## src/rtl/cpu_run_ctrl_pkg.sv

```systemverilog
// cpu_run_ctrl_pkg: run-mode encodings and controller state type shared by the run controller files
package cpu_run_ctrl_pkg;
  localparam logic [1:0] RunStep  = 2'b00;
  localparam logic [1:0] RunBurst = 2'b01;
  localparam logic [1:0] RunFree  = 2'b10;
  localparam logic [1:0] RunBp    = 2'b11;
  typedef enum logic [2:0] {IDLE, STEP, BURST, RUN, HALTED} state_t;
endpackage

```

## src/rtl/cpu_run_ctrl_key_debounce.sv

```systemverilog
// key_debounce: 2-flop sync + DEB_CYCLES-stable debounce of active-low key_in; press pulses on debounced 1->0, deb_level is the debounced key
module key_debounce #(
  parameter int DEB_CYCLES = 500000
) (
  input  logic clk,
  input  logic RST,
  input  logic key_in,
  output logic press,
  output logic deb_level
);
  localparam int CW = $clog2(DEB_CYCLES);
  logic [1:0] sync;
  logic [CW-1:0] cnt;
  always_ff @(posedge clk) begin
    if (RST) begin
      sync <= 2'b11;
      cnt <= '0;
      deb_level <= 1'b1;
      press <= 1'b0;
    end else begin
      sync <= {sync[0], key_in};
      press <= 1'b0;
      if (sync[1] == deb_level) cnt <= '0;
      else if (cnt == CW'(DEB_CYCLES - 1)) begin
        cnt <= '0;
        deb_level <= sync[1];
        press <= deb_level;
      end else cnt <= cnt + CW'(1);
    end
  end
endmodule

```

## src/rtl/cpu_run_ctrl.sv

```systemverilog
// cpu_run_ctrl: step/burst/run/run-to-breakpoint clock-enable controller; in clk RST key_in mode burst_len bp_addr pc halt_req, out cpu_en busy bp_hit step_count
module cpu_run_ctrl
  import cpu_run_ctrl_pkg::*;
#(
  parameter int PC_W = 32,
  parameter int BURST_W = 8,
  parameter int DEB_CYCLES = 500000,
  parameter int CNT_W = 16
) (
  input  logic               clk,
  input  logic               RST,
  input  logic               key_in,
  input  logic [1:0]         mode,
  input  logic [BURST_W-1:0] burst_len,
  input  logic [PC_W-1:0]    bp_addr,
  input  logic [PC_W-1:0]    pc,
  input  logic               halt_req,
  output logic               cpu_en,
  output logic               busy,
  output logic               bp_hit,
  output logic [CNT_W-1:0]   step_count
);
  state_t state, state_nxt;
  logic press, deb_level, key_evt, en, bp_term, stop, first;
  logic [1:0] mode_q;
  logic [BURST_W-1:0] remaining;
  key_debounce #(.DEB_CYCLES(DEB_CYCLES)) u_deb (
    .clk(clk),
    .RST(RST),
    .key_in(key_in),
    .press(press),
    .deb_level(deb_level)
  );
  // a press pulse always coincides with the debounced level reaching "pressed"
  assign key_evt = press & ~deb_level;
  // the breakpoint is ignored on the first RUN cycle so resuming executes the instruction at bp_addr
  assign bp_term = state == RUN && mode_q == RunBp && pc == bp_addr && !first;
  assign stop = halt_req || bp_term;
  always_comb begin
    state_nxt = state;
    en = 1'b0;
    case (state)
      IDLE: if (key_evt) state_nxt = mode == RunStep ? STEP : mode == RunBurst ? (burst_len != '0 ? BURST : IDLE) : RUN;
      STEP: begin
        en = 1'b1;
        state_nxt = IDLE;
      end
      BURST: begin
        state_nxt = halt_req ? HALTED : key_evt ? IDLE : remaining == BURST_W'(1) ? IDLE : BURST;
        en = !halt_req && !key_evt;
      end
      RUN: begin
        state_nxt = stop ? HALTED : key_evt ? IDLE : RUN;
        en = !stop && !key_evt;
      end
      HALTED: if (key_evt) state_nxt = IDLE;
      default: state_nxt = IDLE;
    endcase
  end
  // reset suppresses the enable in the very cycle it is sampled
  assign cpu_en = en & ~RST;
  always_ff @(posedge clk) begin
    if (RST) begin
      state <= IDLE;
      mode_q <= RunStep;
      remaining <= '0;
      first <= 1'b0;
      busy <= 1'b0;
      bp_hit <= 1'b0;
      step_count <= '0;
    end else begin
      state <= state_nxt;
      busy <= state_nxt == BURST || state_nxt == RUN;
      step_count <= step_count + CNT_W'(en);
      if (state == IDLE && key_evt) begin
        mode_q <= mode;
        remaining <= burst_len;
        first <= mode[1];
      end else begin
        if (state == BURST && en) remaining <= remaining - BURST_W'(1);
        if (state == RUN) first <= 1'b0;
      end
      if (state == RUN && stop) bp_hit <= bp_term && !halt_req;
      else if (state == HALTED && key_evt) bp_hit <= 1'b0;
    end
  end
endmodule

```

## config.mk

```make
export PLATFORM = sky130hd
export DESIGN_NAME = cpu_run_ctrl
export DESIGN_NICKNAME = d
export VERILOG_FILES = /design/src/rtl/cpu_run_ctrl_pkg.sv /design/src/rtl/cpu_run_ctrl_key_debounce.sv /design/src/rtl/cpu_run_ctrl.sv
export SDC_FILE = /design/constraint.sdc
export NUM_CORES = 1
export LEC_CHECK = 0
export BUFFER_PORTS_ARGS = -buffer_cell sky130_fd_sc_hd__clkbuf_2
export CORE_MARGIN = 5
export CORE_UTILIZATION = 40
export DETAILED_ROUTE_END_ITERATION = 8
export PLACE_DENSITY_LB_ADDON = 0.2
export SLEW_MARGIN = 10
export SYNTH_ARGS = -nofsm -noshare
export SYNTH_HDL_FRONTEND = slang
export SYNTH_SLANG_ARGS = --single-unit
```

## constraint.sdc

```tcl
create_clock -name clk -period 2.6 [get_ports clk]
set_clock_uncertainty 0.05 [all_clocks]
set_input_delay 0.13 -clock clk [delete_from_list [all_inputs] [get_ports clk]]
set_output_delay 0.13 -clock clk [all_outputs]
set_load 0.05 [all_outputs]
```

Word level (Yosys, flattened, before mapping)
Cells that the tools add are included.
{"block": "op_classes", "addsub": 3, "eq_ne": 12, "n_mux": 18, "n_bitwise": 6, "reduce_logical": 25}
{"operator": "32-bit == test", "count": 1}
{"operator": "19-bit by 1-bit adder with 19-bit output (second input constant)", "count": 1}
{"operator": "19-bit == test (second input constant)", "count": 1}
{"operator": "16-bit by 1-bit adder with 16-bit output", "count": 1}
{"operator": "8-bit two-way mux", "count": 2}
{"operator": "3-bit by 2-bit == test with 1-bit output (second input constant)", "count": 4}
{"operator": "2-bit two-way mux", "count": 6}
{"operator": "3-bit two-way mux", "count": 4}
{"operator": "3-bit case mux with 4 select lines", "count": 1}
{"operator": "1-bit logical AND", "count": 10}
{"operator": "8-bit by 1-bit == test with 1-bit output (second input constant)", "count": 1}
{"operator": "8-bit nonzero test", "count": 1}
{"operator": "8-bit by 1-bit subtractor with 8-bit output (second input constant)", "count": 1}
{"operator": "2-bit nonzero test", "count": 3}
{"operator": "3-bit OR reduction", "count": 2}
{"operator": "1-bit zero test", "count": 4}
{"operator": "1-bit two-way mux", "count": 4}
{"operator": "1-bit NOT", "count": 4}
{"operator": "3-bit by 1-bit == test with 1-bit output (second input constant)", "count": 1}
{"operator": "3-bit == test (second input constant)", "count": 1}
{"operator": "3-bit zero test", "count": 1}
{"operator": "1-bit case mux with 3 select lines", "count": 1}
{"operator": "1-bit bitwise AND", "count": 2}
{"operator": "2-bit by 1-bit == test with 1-bit output (second input constant)", "count": 1}
{"operator": "other kinds (5)", "count": 6}
{"block": "word_totals", "register_bits": 55, "input_bits": 78, "out_inout_bits": 19, "elab_cells": 75}

Logic depth before layout (Yosys ltp)
{"block": "logic_depth", "word_depth": 11, "mapped_depth": 12, "depth_no_buf": 12}

By module
Synthesis repeated with hierarchy kept, for this count alone.
{"block": "unflattened", "cells_unflattened": 341, "area_unflattened_um2": 2911.5}
{"mod": "cpu_run_ctrl", "instances": 1, "cells_each": 230, "area_each_um2": 1895.6}
{"mod": "key_debounce", "instances": 1, "cells_each": 111, "area_each_um2": 1016.0}

Worst setup path before layout
Ideal clock, no wire load.
{"block": "synth_timing", "kind": "flip-flop to flip-flop", "from": "reg state[2]", "to": "reg step_count[8]", "setup_time_ns": 0.128, "arrival_time_ns": 2.251, "required_time_ns": 2.422, "setup_slack_ns": 0.172, "stages_incl_launch_ff": 13, "n_path_buf": 0, "period_less_slack_ns": 2.428, "cell_sequence": "dfxtp_1 and3b_1 nand4_1 or2_2 nor4_1 nor2_1 ha_1 ha_1 nand3_1 nor2_1 nand4_1 xor2_1 nor2_1"}
{"block": "synth_via", "elab_chain_cells": 9}
{"item": "start: declaration", "line": "cpu_run_ctrl.sv:23", "text": "state_t state, state_nxt;"}
{"item": "start signal: assignment", "line": "cpu_run_ctrl.sv:72", "text": "state <= state_nxt;"}
{"item": "3-bit by 2-bit == test with 1-bit output", "line": "cpu_run_ctrl.sv:37, cpu_run_ctrl.sv:42"}
{"item": "1-bit logical AND (3 in series)", "line": "cpu_run_ctrl.sv:37", "text": "assign bp_term = state == RUN && mode_q == RunBp && pc == bp_addr && !first;"}
{"item": "1-bit logical OR", "line": "cpu_run_ctrl.sv:38", "text": "assign stop = halt_req || bp_term;"}
{"item": "1-bit zero test", "line": "cpu_run_ctrl.sv:54", "text": "en = !stop && !key_evt;"}
{"item": "1-bit logical AND", "line": "cpu_run_ctrl.sv:54"}
{"item": "1-bit case mux with 3 select lines *", "line": "cpu_run_ctrl.sv:42", "text": "case (state)"}
{"item": "16-bit by 1-bit adder with 16-bit output *", "line": "cpu_run_ctrl.sv:74", "text": "step_count <= step_count + CNT_W'(en);"}
{"item": "end signal: assignment", "line": "cpu_run_ctrl.sv:74"}
{"item": "end: declaration", "line": "cpu_run_ctrl.sv:21", "text": "output logic [CNT_W-1:0] step_count"}
Mark *: on every way between the ends. The rest lies on a longest branch, timed or not.
A chain may end at the register's enable or synchronous reset.

Worst setup path in the final report
{"block": "layout_timing", "from": "reg state[0]", "to": "reg step_count[8]"}
Same word-level chain as after synthesis.

==> flow_summary.yaml <==
global_route:
  grt_first_pass_wirelength_um: 10800
  grtUsageTotal_pct: 14.9
  grt_pass1_vias: 2508
  largest_net_degree_at_the_start_of_global_routing: 25
  final_global_route_overflow_total: 0
  grt_antenna_before_repair: 0
timing:
  rsz0062_at_grt: "yes"
  period_minus_slack_ns: 2.43
  setup_viol: 0
  max_clock_freq_mhz: 412
  drv_slew: 0
  worst_slew_margin_rel_pct: 59.2
  worst-slew-pin-transition_ns: 0.606
  post-route-period-util_pct: 93.3
  worst_slack_ns: 0.174
  total_count_of_hold_check_failures_in_the_final_report: 0
route:
  detail_route.iter0.violations: 55
  detail_route.vias_per_cell: 4.91
  final_antenna_net_count: 0
  route.vias.total: 2684
  post-route-drc-count: 0
  drt_pass1_iterations: 6
  routed_wl_um: 6740
  post_drt_wl_per_cell_um: 12.3
power:
  leakage_nw: 1.46
  seq_power_share_pct: 53.6
  fin_total_pwr_w: 0.00158
  internal_power_w: 0.00124
  max-vdd-ir-drop_v: 0.000261
  pwr-share-comb_pct: 9.5
  power.share.switching_pct: 21.6
  power-per-cell-area_mw_per_mm2: 424
  net-switching-power_w: 0.000340
  share_clk_of_total_power_pct: 37.0
clocking:
  post-cts-setup-buffers: 0
  cts_made_buffers: 5
  clkSinkCount: 55
  htree_num_levels: 2
  cts.reportedPaths.clkPinSlew_ns: 0.10
  insertion_delay_ns: 0.31
  cts_tree: "done"
  cts.path.max_buffers: 2
  cts.root.buffer_cell: "sky130_fd_sc_hd__clkbuf_8"
critical_path:
  max_stage_delay_ns: 0.36
  worstPathRequired_ns: 2.75
  worst_path_cell_with_the_longest_stage_delay: "sky130_fd_sc_hd__or2_2"
  start_kind: "register"
  end_kind: "register"
  cp_data_arrival_time_ns: 2.57
  timing.rr.start: "state[0]"
  critical_path.cell_chain: "and3b_1 > nand4_1 > or2_2 > nor4_4 > nor2_1 > ha_1 > ha_1 > nand3_1 > nor2_2 > nand4_1 > xor2_1 > nor2_1"
  critPathCapture: "step_count[8]"
  critical_path_class: "register to register"
  reg2reg_setup_slack_ns: 0.17
  rr_endpoint: "step_count[8]"
  path_max_fanout: 3
  setup.worst_path.start: "state[0]"
  reg2reg_depth: 12
die:
  fp.dieW_um: 95.2
  dieHeight_um: 95.2
  row_count: 31
  floorplan.initialDensity_pct: 40.5
  io-pin-count: 97
  floorplan.die_area_mm2: 0.00906
  core_area_mm2: 0.00718
placement:
  port_buffers: 96
  place.detailed.instances: 537
  gp_congestion: 0.768
  hpwlAfterDp_um: 5290
  detailedPlace.worstSlack_ns: -0.135
logic_synthesis:
  synth_ff_type: "sky130_fd_sc_hd__dfxtp_1"
  number_of_enable_flip_flop_cells_after_synthesis: 0
  ys_async_sr_fraction_pct: 0
  yosysWarnings: 0
  ys_seq_elements: 55
  post-synth-top-area-cell: "sky130_fd_sc_hd__dfxtp_1"
  yosysSeqAreaShare_pct: 37.9
  mappedNetlistNets: 423
  yosysUniqueCellTypes: 37
  ys_top_cells_by_area: "sky130_fd_sc_hd__dfxtp_1 38%, sky130_fd_sc_hd__xnor2_1 11%, sky130_fd_sc_hd__xor2_1 9.7%"
  yosysTopAreaCellShare_pct: 37.9
  post_synth_instance_area_mm2: 0.00290
  post_synth_inst_count: 340
  post_synthesis_mean_instance_area_um2: 8.54
final_layout:
  most_used_cells_in_the_layout_excluding_fill_and_tap_cells: "96 x sky130_fd_sc_hd__clkbuf_2, 55 x sky130_fd_sc_hd__dfxtp_1, 51 x sky130_fd_sc_hd__nor2_1, 37 x sky130_fd_sc_hd__xnor2_1, 32 x sky130_fd_sc_hd__xor2_1"
  design.final.nets: 530
  fill_cells: 705
  num_antenna_cells: 0
  mostFrequentLayoutCell: "sky130_fd_sc_hd__clkbuf_2"
  drive_above_1_share_pct: 28.6
  finalNonFillerCells: 547
  core_util_final_pct: 51.8
  area_growth_pct: 28.1
status:
  status: "complete, no violations"
hold_path:
  hold_class: "input pin to register"
run:
  timing.max_cap.violations: 0
## cell usage after synthesis, types with 2 or more instances
cell / n
sky130_fd_sc_hd__dfxtp_1: 55
sky130_fd_sc_hd__nor2_1: 52
sky130_fd_sc_hd__xnor2_1: 37
sky130_fd_sc_hd__xor2_1: 32
sky130_fd_sc_hd__nand3_1: 23
sky130_fd_sc_hd__nand2_1: 21
sky130_fd_sc_hd__nand4_1: 13
sky130_fd_sc_hd__a211oi_1: 8
sky130_fd_sc_hd__a21oi_1: 8
sky130_fd_sc_hd__inv_1: 8
sky130_fd_sc_hd__nor3_1: 8
sky130_fd_sc_hd__nor4_1: 8
sky130_fd_sc_hd__clkbuf_1: 7
sky130_fd_sc_hd__or3_1: 6
sky130_fd_sc_hd__and3_1: 5
sky130_fd_sc_hd__ha_1: 5
sky130_fd_sc_hd__nor2b_1: 5
sky130_fd_sc_hd__o21ai_0: 5
sky130_fd_sc_hd__or4_1: 5
sky130_fd_sc_hd__nand4b_1: 4
sky130_fd_sc_hd__or2_2: 3
sky130_fd_sc_hd__a31oi_1: 2
sky130_fd_sc_hd__and3b_1: 2
sky130_fd_sc_hd__and4_1: 2
sky130_fd_sc_hd__nand2b_1: 2
sky130_fd_sc_hd__nand3b_1: 2
sky130_fd_sc_hd__nor4_2: 2
## kinds of logic after synthesis
group / synth area share [%]
adder cells (fa/ha/maj): 2.16
buffers and inverters: 3.02
multiplexers: 0.345
AND/OR/NAND/NOR: 30.2
AO/OA/AOI/OAI: 5.52
XOR/XNOR: 20.8
flip-flops: 37.9
## worst max-delay path, delay by kind of cell (launching register included)
family	cells	cell delay [ns]
and+or+nand+nor	9	1.32
adders and majority gates	2	0.44
xor gates and xnor gates	1	0.15
DFF	1	0.35
## per-stage QoR
step / setup TNS, ns / hold slack [ns] / instance area (um2)
after global placement: -0.844 / 0.273 / 3540
final: 0 / 0.0364 / 3720
after floorplan: 0 / 0.184 / 2900
after global routing: -0.00685 / 0.0354 / 3720
after detailed placement: -0.908 / 0.271 / 3540
after CTS: 0 / 0.0200 / 3690
## area by class of cell
cell class	count	area (um2)	area share [%]
clock inverters	2	35.0	0.942
inverters	8	30.0	0.807
multi-input cells	268	1750	47.1
well taps	99	124	3.33
flip-flops and latches	55	1100	29.6
clock buffers	6	82.6	2.22
repair buffers	109	596	16.0
## power groups by stage
stage	clock network (W)	registers, W	logic (W)
after CTS	0.000611	0.000845	0.000152
after floorplan	0	0.000864	0.0000658
after global placement	0	0.000864	0.000147
after global routing	0.000648	0.000846	0.000165
final	0.000584	0.000845	0.000149
after detailed placement	0	0.000865	0.000149
## how the worst min path moves through the flow
stage	from	endpoint	slack [ns]	cells after the start
after floorplan	key_in	u_deb.sync[0]	0.18	1
after global routing	burst_len[6]	remaining[6]	0.04	3
final	burst_len[2]	remaining[2]	0.04	3
after global placement	key_in	u_deb.sync[0]	0.27	2
after CTS	mode[1]	mode_q[1]	0.02	3
after detailed placement	key_in	u_deb.sync[0]	0.27	2
## routing by layer
metal / routed length [um] / global-route usage [%] / up-vias
met5: 0 / 0 / -
met4: 65 / 4.45 / 0
met3: 463 / 3.39 / 6
met2: 3340 / 25.8 / 87
met1: 2880 / 18.2 / 1197
li1: - / - / 1394
## registers in the layout, summed over array words and instances (netlist names)
name,flops
bp_hit,1
busy,1
first,1
mode_q,2
remaining,8
state,3
step_count,16
u_deb.cnt,19
u_deb.deb_level,1
u_deb.press,1
u_deb.sync,2
## repair_timing
| action | 4_1_cts | 5_1_grt |
|---|---|---|
| hold buffers | 2 | 0 |
| gates resized for setup | 1 | 6 |
| pin swaps | 0 | 1 |
| endpoints found under the hold margin | 2 | 0 |
| endpoints found under the setup margin | 5 | 11 |
(Power assumes the default switching activity.)
